### src/rtl/regfile_arbiter_pkg.sv
// Shared CPU package for the register-file arbiter.
// Holds the default widths, the lock FSM state encoding and a
// client-id to one-hot helper used by the arbiter and the lock FSM.
package regfile_arbiter_pkg;

  localparam int unsigned DATA_W_DEF = 8;
  localparam int unsigned ADDR_W_DEF = 4;

  typedef enum logic {
    ARB    = 1'b0,
    LOCKED = 1'b1
  } arb_state_e;

  // Client id (0/1) to one-hot request/grant vector.
  function automatic logic [1:0] client_onehot(input logic id);
    return id ? 2'b10 : 2'b01;
  endfunction

endpackage

### src/rtl/regfile_arbiter_rr_arb2.sv
// Two-way round-robin arbiter (combinational).
// Ports:
//   req   - per-client request vector
//   ptr   - favoured client id; it wins when both clients request
//   grant - one-hot grant, zero when nothing is requested
module rr_arb2
  import regfile_arbiter_pkg::*;
(
  input  logic [1:0] req,
  input  logic       ptr,
  output logic [1:0] grant
);

  // Favoured client first, otherwise the other one.
  always_comb begin
    grant = 2'b00;
    if (req[ptr]) begin
      grant = client_onehot(ptr);
    end else if (req[!ptr]) begin
      grant = client_onehot(!ptr);
    end
  end

endmodule

### src/rtl/regfile_arbiter.sv
// Two-client register-file access arbiter with bounded lock-hold.
// Ports:
//   clk, reset                        - clock, asynchronous active-high reset
//   req_valid/req_write/req_lock      - per-client request, write-not-read, lock-hold
//   req_ready                         - per-client grant (combinational, one-hot or zero)
//   req_addr_a/req_addr_b/req_wdata   - per-client packed address/data (client n at slice n)
//   rsp_valid, rsp_data_a/rsp_data_b  - read response strobe and packed data, one cycle after grant
//   rf_read_address1/2, rf_write_*    - register-file ports, driven in the grant cycle
//   rf_read_data1/2                   - register-file read data, one cycle after the address
module regfile_arbiter
  import regfile_arbiter_pkg::*;
#(
  parameter int unsigned DATA_W   = DATA_W_DEF,
  parameter int unsigned ADDR_W   = ADDR_W_DEF,
  parameter int unsigned LOCK_MAX = 8
) (
  input  logic                clk,
  input  logic                reset,
  input  logic [1:0]          req_valid,
  input  logic [1:0]          req_write,
  input  logic [1:0]          req_lock,
  output logic [1:0]          req_ready,
  input  logic [2*ADDR_W-1:0] req_addr_a,
  input  logic [2*ADDR_W-1:0] req_addr_b,
  input  logic [2*DATA_W-1:0] req_wdata,
  output logic [1:0]          rsp_valid,
  output logic [2*DATA_W-1:0] rsp_data_a,
  output logic [2*DATA_W-1:0] rsp_data_b,
  output logic [ADDR_W-1:0]   rf_read_address1,
  output logic [ADDR_W-1:0]   rf_read_address2,
  output logic [ADDR_W-1:0]   rf_write_address,
  output logic                rf_write_enable,
  output logic [DATA_W-1:0]   rf_write_data,
  input  logic [DATA_W-1:0]   rf_read_data1,
  input  logic [DATA_W-1:0]   rf_read_data2
);

  localparam int unsigned CNT_W = $clog2(LOCK_MAX + 1);

  arb_state_e        state_q, state_d;
  logic              owner_q, owner_d;
  logic              ptr_q, ptr_d;
  logic [CNT_W-1:0]  lock_cnt_q, lock_cnt_d;

  logic              owner_held;
  logic [1:0]        eligible;
  logic [1:0]        grant;
  logic              xfer;
  logic              gid;
  logic              sel_write;
  logic              sel_lock;
  logic [ADDR_W-1:0] sel_addr_a;
  logic [ADDR_W-1:0] sel_addr_b;
  logic [DATA_W-1:0] sel_wdata;
  logic [CNT_W-1:0]  cnt_inc;

  // A lock only restricts eligibility while its owner keeps requesting;
  // once the owner drops valid the other client can win in that same cycle.
  always_comb begin
    owner_held = (state_q == LOCKED) && req_valid[owner_q];
    eligible   = req_valid;
    if (owner_held) begin
      eligible = req_valid & client_onehot(owner_q);
    end
    if (reset) begin
      eligible = 2'b00;
    end
  end

  rr_arb2 u_rr_arb2 (
    .req   (eligible),
    .ptr   (ptr_q),
    .grant (grant)
  );

  assign req_ready = grant;
  assign xfer      = |grant;
  assign gid       = grant[1];

  // Winner's request fields.
  always_comb begin
    sel_write  = gid ? req_write[1] : req_write[0];
    sel_lock   = gid ? req_lock[1]  : req_lock[0];
    sel_addr_a = gid ? req_addr_a[2*ADDR_W-1:ADDR_W] : req_addr_a[ADDR_W-1:0];
    sel_addr_b = gid ? req_addr_b[2*ADDR_W-1:ADDR_W] : req_addr_b[ADDR_W-1:0];
    sel_wdata  = gid ? req_wdata[2*DATA_W-1:DATA_W]  : req_wdata[DATA_W-1:0];
  end

  // Register-file ports; all zero when nothing transfers.
  always_comb begin
    rf_read_address1 = '0;
    rf_read_address2 = '0;
    rf_write_address = '0;
    rf_write_enable  = 1'b0;
    rf_write_data    = '0;
    if (xfer) begin
      if (sel_write) begin
        rf_write_enable  = 1'b1;
        rf_write_address = sel_addr_a;
        rf_write_data    = sel_wdata;
      end else begin
        rf_read_address1 = sel_addr_a;
        rf_read_address2 = sel_addr_b;
      end
    end
  end

  // Lock FSM next state; pointer always moves past the client just served.
  always_comb begin
    state_d    = state_q;
    owner_d    = owner_q;
    ptr_d      = ptr_q;
    lock_cnt_d = lock_cnt_q;
    cnt_inc    = lock_cnt_q + CNT_W'(1);
    if (xfer) begin
      ptr_d = !gid;
      if (owner_held) begin
        if (!sel_lock || (cnt_inc == CNT_W'(LOCK_MAX))) begin
          state_d    = ARB;
          lock_cnt_d = '0;
        end else begin
          lock_cnt_d = cnt_inc;
        end
      end else if (sel_lock && (CNT_W'(LOCK_MAX) != CNT_W'(1))) begin
        state_d    = LOCKED;
        owner_d    = gid;
        lock_cnt_d = CNT_W'(1);
      end else begin
        state_d    = ARB;
        lock_cnt_d = '0;
      end
    end else if (state_q == LOCKED) begin
      state_d    = ARB;
      lock_cnt_d = '0;
    end
  end

  // State registers and the one-stage response tag.
  always_ff @(posedge clk or posedge reset) begin
    if (reset) begin
      state_q    <= ARB;
      owner_q    <= 1'b0;
      ptr_q      <= 1'b0;
      lock_cnt_q <= '0;
      rsp_valid  <= 2'b00;
    end else begin
      state_q    <= state_d;
      owner_q    <= owner_d;
      ptr_q      <= ptr_d;
      lock_cnt_q <= lock_cnt_d;
      rsp_valid  <= (xfer && !sel_write) ? grant : 2'b00;
    end
  end

  // Steer register-file read data into the responding client's slice.
  always_comb begin
    rsp_data_a = '0;
    rsp_data_b = '0;
    if (rsp_valid[0]) begin
      rsp_data_a[DATA_W-1:0] = rf_read_data1;
      rsp_data_b[DATA_W-1:0] = rf_read_data2;
    end
    if (rsp_valid[1]) begin
      rsp_data_a[2*DATA_W-1:DATA_W] = rf_read_data1;
      rsp_data_b[2*DATA_W-1:DATA_W] = rf_read_data2;
    end
  end

endmodule

### config.mk
export PLATFORM = sky130hd
export DESIGN_NAME = regfile_arbiter
export DESIGN_NICKNAME = d
export VERILOG_FILES = /design/src/rtl/regfile_arbiter_pkg.sv /design/src/rtl/regfile_arbiter_rr_arb2.sv /design/src/rtl/regfile_arbiter.sv
export SDC_FILE = /design/constraint.sdc
export NUM_CORES = 1
export LEC_CHECK = 0
export ABC_AREA = 1
export CAP_MARGIN = 20
export CORE_MARGIN = 3
export CORE_UTILIZATION = 33
export DETAILED_ROUTE_END_ITERATION = 16
export MAX_ROUTING_LAYER = met4
export PLACE_DENSITY = 0.92
export SLEW_MARGIN = 20
export SYNTH_ARGS = -nofsm -noshare
export SYNTH_HDL_FRONTEND = slang
export SYNTH_SLANG_ARGS = --single-unit
### constraint.sdc
create_clock -name clk -period 2.5 [get_ports clk]
set_input_delay 0.5 -clock clk [delete_from_list [all_inputs] [get_ports clk]]
set_output_delay 0.5 -clock clk [all_outputs]
set_load 0.01 [all_outputs]
; ---- Word level (Yosys, flattened, before mapping)
; Cells that the tools add are included.
[word_totals]
ff_bits = 9
latch_bits = 0
ramBits = 0
romBits = 0
output_inout_bits = 57
memories = 0
[op_classes]
n_addsub = 1
mul = 0
n_div = 0
n_lt_le_gt_ge = 3
eq_ne = 2
n_shift = 0
mux = 42
bitwise_logic = 2
n_reduce_logical = 10
[ops]
columns = op, n
row1 = $mux W8, 7
row2 = $mux W4, 12
row3 = $mux W2, 8
row4 = $mux W1, 15
row5 = $lt A1 B2 Y1 const B, 3
row6 = $add A4 B1 Y4 const B, 1
row7 = $eq A4 B4 Y1 const B, 1
row8 = $logic_not A1 Y1, 4
row9 = $ne A3 B2 Y1 const B, 1
row10 = $reduce_and A3 Y1, 1
row11 = $and A2 B2 Y2, 1
row12 = $logic_and A1 B1 Y1, 2
row13 = $reduce_bool A2 Y1, 1
row14 = $reduce_or A2 Y1, 1
row15 = $logic_or A1 B1 Y1, 1
row16 = $not A1 Y1, 1

; ---- Logic depth before layout (Yosys ltp)
; Gate-level depths: netlist of run 1.
[logic_depth]
ltp_word = 15
ltp_mapped = 11

; ---- Hierarchy
; From an unflattened synthesis of run 1, not the netlist that was laid out.
[hier_totals]
hier_cells = 194
area_unflattened_um2 = 1079.8
[modules_own_cells]
columns = mod, n_inst, cells_each, area_each_um2, seq_area_each_um2
row1 = regfile_arbiter, 1, 190, 1052.3, 225.2
row2 = rr_arb2, 1, 4, 27.5, 0.0

; ---- Least setup slack after synthesis of run 1
; OpenSTA, ideal clock, no wires.
[synth_timing]
path_type = input port to output port
from = input port reset
to = output port rf_write_data[0]
arrival_ns = 1.580
required_ns = 2.000
path_slack_ns = 0.420
cell_stages = 6
path_buffers = 1
path_cell_list = inv_1 > nand3_1 > nor2_4 > buf_6 > nand2_1 > a21oi_1
[synth_via]
elab_chain_len = 8
elab_cells_between_ends = 12
cone_classes = mux (11) / reduce/logical (1)
[synth_rtl]
columns = item, line
row1 = start: declaration, regfile_arbiter.sv:18  ; input logic reset,
row2 = $mux W2 *, regfile_arbiter.sv:65  ; if (reset) begin
row3 = $mux W1 (implied by the code) (2 in series), regfile_arbiter_rr_arb2.sv:19  ; end else if (req[!ptr]) begin
row4 = $mux W2, regfile_arbiter_rr_arb2.sv:19
row5 = $mux W2 *, regfile_arbiter_rr_arb2.sv:17  ; if (req[ptr]) begin
row6 = via req_ready[1], regfile_arbiter.sv:22  ; output logic [1:0] req_ready,
row7 = $mux W8 or $mux W1 (tied branches), "regfile_arbiter.sv:86, regfile_arbiter.sv:82"
row8 = $mux W8, regfile_arbiter.sv:97  ; if (sel_write) begin
row9 = $mux W8 *, regfile_arbiter.sv:96  ; if (xfer) begin
row10 = end: declaration, regfile_arbiter.sv:33  ; output logic [DATA_W-1:0] rf_write_data,
; Mark *: on every way through the listed nets, which the timed path passes. The rest lies on a longest branch. The select of a mux whose other input is x is not followed.

; ---- Worst setup path in the final report of run 1
[layout_timing]
from = register owner_q
to = output port rf_write_address[3]
[layout_via]
elab_chain_len = 12
elab_cells_between_ends = 18
cone_classes = mux (15) / bitwise (1) / reduce/logical (2)
[layout_rtl]
columns = item, line
row1 = start: declaration, regfile_arbiter.sv:41  ; logic owner_q, owner_d;
row2 = start signal: assignment, regfile_arbiter.sv:148  ; owner_q <= owner_d;
row3 = $mux W1 (implied by the code) (2 in series), regfile_arbiter.sv:60  ; owner_held = (state_q == LOCKED) && req_valid[owner_q];
row4 = $logic_and A1 B1 Y1, regfile_arbiter.sv:60
row5 = $mux W2 *, regfile_arbiter.sv:62  ; if (owner_held) begin
row6 = $mux W2 *, regfile_arbiter.sv:65
row7 = $mux W1 (implied by the code) (2 in series), regfile_arbiter_rr_arb2.sv:19
row8 = $mux W2, regfile_arbiter_rr_arb2.sv:19
row9 = $mux W2 *, regfile_arbiter_rr_arb2.sv:17
row10 = $mux W4 or $mux W1 (tied branches), "regfile_arbiter.sv:84, regfile_arbiter.sv:82"
row11 = $mux W4, regfile_arbiter.sv:97
row12 = $mux W4 *, regfile_arbiter.sv:96
row13 = end: declaration, regfile_arbiter.sv:31  ; output logic [ADDR_W-1:0] rf_write_address,
; Mark *: on every way between the ends. The rest lies on a longest branch, timed or not. The select of a mux whose other input is x is not followed.

==> results of run 1 <==
power by group:
group          switching [uW]  internal, uW  leakage, uW
Combinational             250           273      0.00129
Sequential               38.0           172     0.000116
Clock                    59.2          61.9    0.0000150
worst max-delay path, delay by kind of cell, from the launching register on:
family | cells | cell delay, ns
compound gates | 1 | 0.07
simple gates | 6 | 0.65
buf+inv | 3 | 0.50
flops | 1 | 0.42
final cells by class:
type                    count  area [sq um]
inverters                  50           188
flip-flops and latches      9           228
repair buffers            132          1210
fillers                   240           895
well taps                  46          57.6
clock buffers               4          26.3
multi-input cells         147           781
per-stage QoR:
stage / power [uW] / setup slack [ns] / hold WS [ns] / TNS, ns
2_1_floorplan: 425 / 0.420 / 0.336 / 0
3_3_place_gp: 681 / -0.515 / 0.490 / -10.39
3_5_place_dp: 696 / -0.627 / 0.499 / -12.02
4_1_cts: 827 / 0.0246 / 0.435 / 0
5_1_grt: 920 / -0.0216 / 0.297 / -0.0865
6_report: 854 / 0.0837 / 0.252 / 0
path summary, 6_finish.rpt:
| kind | from | end |
|---|---|---|
| max | owner_q | rf_write_address[3] |
| min | reset | state_q |
| max reg2reg | owner_q | owner_q |
| min reg2reg | lock_cnt_q[3] | lock_cnt_q[3] |
| max in group asynchronous | reset | owner_q |
| min in group clk | lock_cnt_q[3] | lock_cnt_q[3] |
logic make-up (layout without fill, tap and decap cells):
kind of cell / Yosys count / count (layout) / share of synthesized area (%)
flip-flops: 9 / 9 / 19.2
adder cells (fa/ha/maj): 2 / 2 / 2.13
XOR/XNOR: 2 / 2 / 1.49
AND/OR/NAND/NOR: 126 / 127 / 47.3
AO/OA/AOI/OAI: 16 / 16 / 8.74
buffers and inverters: 58 / 186 / 21.1
layout by cell type (no fill, tap or decap), types with 4 or more instances in the layout:
cell	instances
nand2_4	4
dfrtp_1	7
inv_1	48
nand3_1	6
clkbuf_2	10
a21oi_2	6
buf_4	18
nor2_1	16
clkdlybuf4s15_1	10
nand2_1	82
clkdlybuf4s50_1	87
registers in the layout (all words and copies together) (netlist names):
signal,flops
state_q,1
lock_cnt_q,4
rsp_valid,2
owner_q,1
ptr_q,1
per-layer routing:
metal / GRT usage, % / wire, microns / up-vias
met5: - / 0 / -
met4: 6.74 / 85 / 0
met3: 5.47 / 460 / 9
met2: 37.4 / 2270 / 95
met1: 21.9 / 1590 / 745
li1: - / - / 878
repair_timing:
item                       CTS  global route
pin swaps                    3             4
gates cloned                 1             0
setup endpoints to repair   23            21
buffers inserted             2             4
hold buffers                 0             0
gates resized for setup     50            40
==> results.cfg, run 1 <==
[power]
ir_drop_mv = 0.246
power.leakage_uw = 0.00142
power_density_nw_per_um2 = 342

[yosys]
synth_seq_area_share_pct = 19.2
yosys.area.top_type = nand2_1
yosysMostFrequentCell = nand2_1
ys_top_cells_by_count = nand2_1, inv_1, nor2_1, dfrtp_1, nand3_1
syn_inst = 213
async_reset_ff_share_pct = 100
synth_area_sq_um = 1170
synth_area_leaders = nand2_1, dfrtp_1, inv_1
ys_seq_elements = 9
ys.flop_type = dfrtp_1
yosysTopAreaCellShare_pct = 27.2
ys_warn_count = 0
syn-num-nets = 271
synth.avg_cell_area_sq_um = 5.51
synth_edf_count = 0
ys_types = 23

[cells_and_area]
drive_gt1_share_pct = 19.0
nets = 401
finalNonFillerCells = 388
fin_area_sq_um = 2490
postLayoutCoreUtil_pct = 73.6
synthToLayoutAreaGrowth_pct = 113
n_antenna_cell = 0

[detailed_routing]
via_per_inst = 4.45
wirelength_microns = 4410
post_drt_wl_per_cell_microns = 11.4
drt-pass1-iter-count = 4
drtIter0Drc = 36
num_vias = 1727
antenna_left = 0
drcViolationCount = 0

[floorplanning]
fp.dieH_microns = 65.6
initial_core_util_pct = 34.6
core_area_sq_um = 3390
dieWidth_microns = 65.6
io_pins = 113
die_area_sq_um = 4310
row_count = 21

[clock_network]
clk_latency_ns = 0.28
cts_tree = built
cts_root_buf = clkbuf_4
cts_buffers = 3
clock-sinks = 9
ctsLongestPathBuffers = 2
clkTransAtPathRegs_ns = 0.07
htree_levels = 1

[grt]
grt_pass1_vias = 1553
track_usage_pct = 20.8
grt_max_degree = 18
antenna_found_initial = 0
grt_pass1_wl_microns = 6960
grt_remaining_overflow = 0

[setup_path]
critical_path_class = reg2out
setup.worst_path.start_class = flip-flop
crit_fanout = 13
rrSetupSlack_ns = 0.84
crit_chain = inv_1, nand3_2, nand2_2, nor2_4, nand2_4, buf_6, or2_1, o21ai_2, nor2_1, dlygate4sd2_1
critical-path-max-stage-delay_ns = 0.42
arrival_ns = 1.92
setup.worst_path.end_class = primary output
slowest_stage = dfrtp_2
rr_worst_depth = 12
crit_required_ns = 2.00

[sta]
skew_ns = 0.00619
hold_viol = 0
clock.fmax_mhz = 414
finalMaxSlewViolations = 0
relSlewSlack_pct = 66.9
period_needed_ns = 2.42
tightest_slew_ns = 0.496
fin_crit_sh_pct = 96.7
setup_violations = 0

[status]
status = complete, no violations

[placement]
portBuffers = 112
dp_cells = 377
dpl_cell_area_sq_um = 2400
hpwl_microns = 3500
routabilityCongestion = 0.873

[worst_hold_path]
min_path_type = in2async

[run]
cap_violations = 0
No activity file was read; power rests on OpenSTA's default activity.
==> inputs of run 2 (changes only) <==
Settings changed: ABC_CLOCK_PERIOD_IN_PS set to 2500.
==> results of run 2 <==
Final layout, timing and power as in run 1 (identical DEF).
==> inputs of run 3 (changes only) <==
Settings changed: PLACE_DENSITY 0.92 to 0.95.
==> results.cfg, run 3 (same netlist as run 1, synthesis figures left out) <==
[floorplanning]
dieWidth_microns = 65.6
row_count = 21
io_pins = 113
initial_core_util_pct = 34.6
die_area_sq_um = 4310
fp.dieH_microns = 65.6
core_area_sq_um = 3390

[grt]
grt_max_degree = 18
track_usage_pct = 19.9
use_met3_pct = 3.59
grtUsageMet2_pct = 36.4
grt_pass1_wl_microns = 6700
grt_use_met1_pct = 20.8
grt_remaining_overflow = 0
antenna_found_initial = 0
grt_pass1_vias = 1625
top_usage_layer = met2

[detailed_routing]
drt-pass1-iter-count = 4
via_per_inst = 4.40
antenna_left = 0
drtIter0Drc = 37
drcViolationCount = 0
wirelength_microns = 4140
post_drt_wl_per_cell_microns = 10.7
num_vias = 1707

[cells_and_area]
nets = 401
drive_gt1_share_pct = 18.4
reg_top3 = lock_cnt_q x4, rsp_valid x2
synthToLayoutAreaGrowth_pct = 107
n_antenna_cell = 0
seqCellArea_sq_um = 226
multiInputGateArea_sq_um = 738
largest_register_ffs = 4
final_cell_mix = clkdlybuf4s50_1, nand2_1, inv_1, buf_4, nor2_1
regMostFlops = lock_cnt_q
num-fill-cells = 261
final_common_cell = clkdlybuf4s50_1

[power]
ir_drop_mv = 0.185
power.leakage_uw = 0.00142
total_power_uw = 814
clockPowerShare_pct = 13.9
p_sw_share_pct = 39.3
power_density_nw_per_um2 = 334
combPwrFrac_pct = 60.7
pwr-share-seq_pct = 25.3
power.internal_uw = 494
switchingPower_uw = 320

[setup_path]
critical-path-max-stage-delay_ns = 0.54
rr_worst_depth = 10
critical_path_class = in2out
rrSetupSlack_ns = 0.98
arrival_ns = 1.93
crit_required_ns = 2.00
setup.worst_path.start_class = input port
regToRegEndpoint = owner_q
setup.worst_path.end_class = primary output
critPathMostFrequentCell = buf_4
timing.rr.start = state_q
crit_fanout = 4
slowest_stage = clkdlybuf4s50_1
crit_chain = dlygate4sd2_1, inv_2, nor2_4, nand3_4, buf_4, buf_4, nand2_1, clkdlybuf4s50_1

[sta]
tightest_slew_ns = 0.508
hold_viol = 0
finalMaxSlewViolations = 0
clock.fmax_mhz = 412
period_needed_ns = 2.43
whs_ns = 0.458
fin_crit_sh_pct = 97.1
setup_violations = 0
rsz0062_at_grt = false
skew_ns = 0.00602
relSlewSlack_pct = 66.1

[status]
status = complete, no violations

[clock_network]
clk_latency_ns = 0.27
cts_root_buf = clkbuf_4
cts_tree = built
clock-sinks = 9
htree_levels = 1
clkTransAtPathRegs_ns = 0.06
ctsLongestPathBuffers = 2
cts_buffers = 3

[placement]
routabilityCongestion = 0.844
portBuffers = 112
hpwl_microns = 3440

[worst_hold_path]
min_path_type = in2async

[run]
cap_violations = 0
[run 3: timing repair]
item / 4_1_cts / 5_1_grt
pin swaps: 4 / 3
setup endpoints to repair: 23 / 19
resized for setup: 45 / 29
buffers inserted: 5 / 2
hold buffers: 0 / 0
[run 3: area by class of cell]
class / count / area share (%)
timing repair buffer: 133 / 49.2
multi-input combinational: 146 / 30.3
sequential: 9 / 9.30
inverter: 50 / 7.71
tap: 46 / 2.36
clock buffer: 4 / 1.08
[run 3: worst max-delay path by stage]
stage	from	end	depth (start not counted)
finish	req_valid[0]	req_ready[0]	8
global route	reset	rf_read_address2[1]	10
CTS	req_valid[0]	rf_read_address1[1]	10
detailed placement	req_valid[0]	rf_write_data[0]	10
global placement	req_valid[0]	rf_write_data[7]	10
floorplan	reset	rf_write_data[0]	6
[run 3: per-stage QoR]
stage	cell area (sq um)	std cells	util (%)	worst slack [ns]	setup TNS [ns]
after floorplan	1170	213	-	0.420	0
after global placement	2400	377	70.7	-0.497	-10.30
after detailed placement	2400	377	70.7	-0.573	-11.64
after CTS	2490	386	73.5	-0.0000802	-0.0000802
after global routing	2430	388	71.8	0.00264	0
final	2430	388	71.8	0.0722	0
[run 3: layer usage]
metal / vias up / part of all wire, % / wire, microns
met1: 734 / 38 / 1560
met4: 0 / 1.5 / 63
met5: - / 0 / 0
li1: 883 / - / -
met3: 5 / 9.3 / 387
met2: 85 / 51 / 2130
[run 3: power by group through the flow]
stage / clock network (uW) / logic, uW / registers (uW)
after detailed placement: 0 / 487 / 206
after global routing: 122 / 543 / 213
after global placement: 0 / 477 / 205
final: 114 / 495 / 206
after floorplan: 0 / 233 / 192
after CTS: 117 / 499 / 205
[run 3: worst max-delay path, delay by kind of cell]
kind | cells | cell delay (ns)
buffers and inverters | 5 | 1.12
and+or+nand+nor | 3 | 0.30
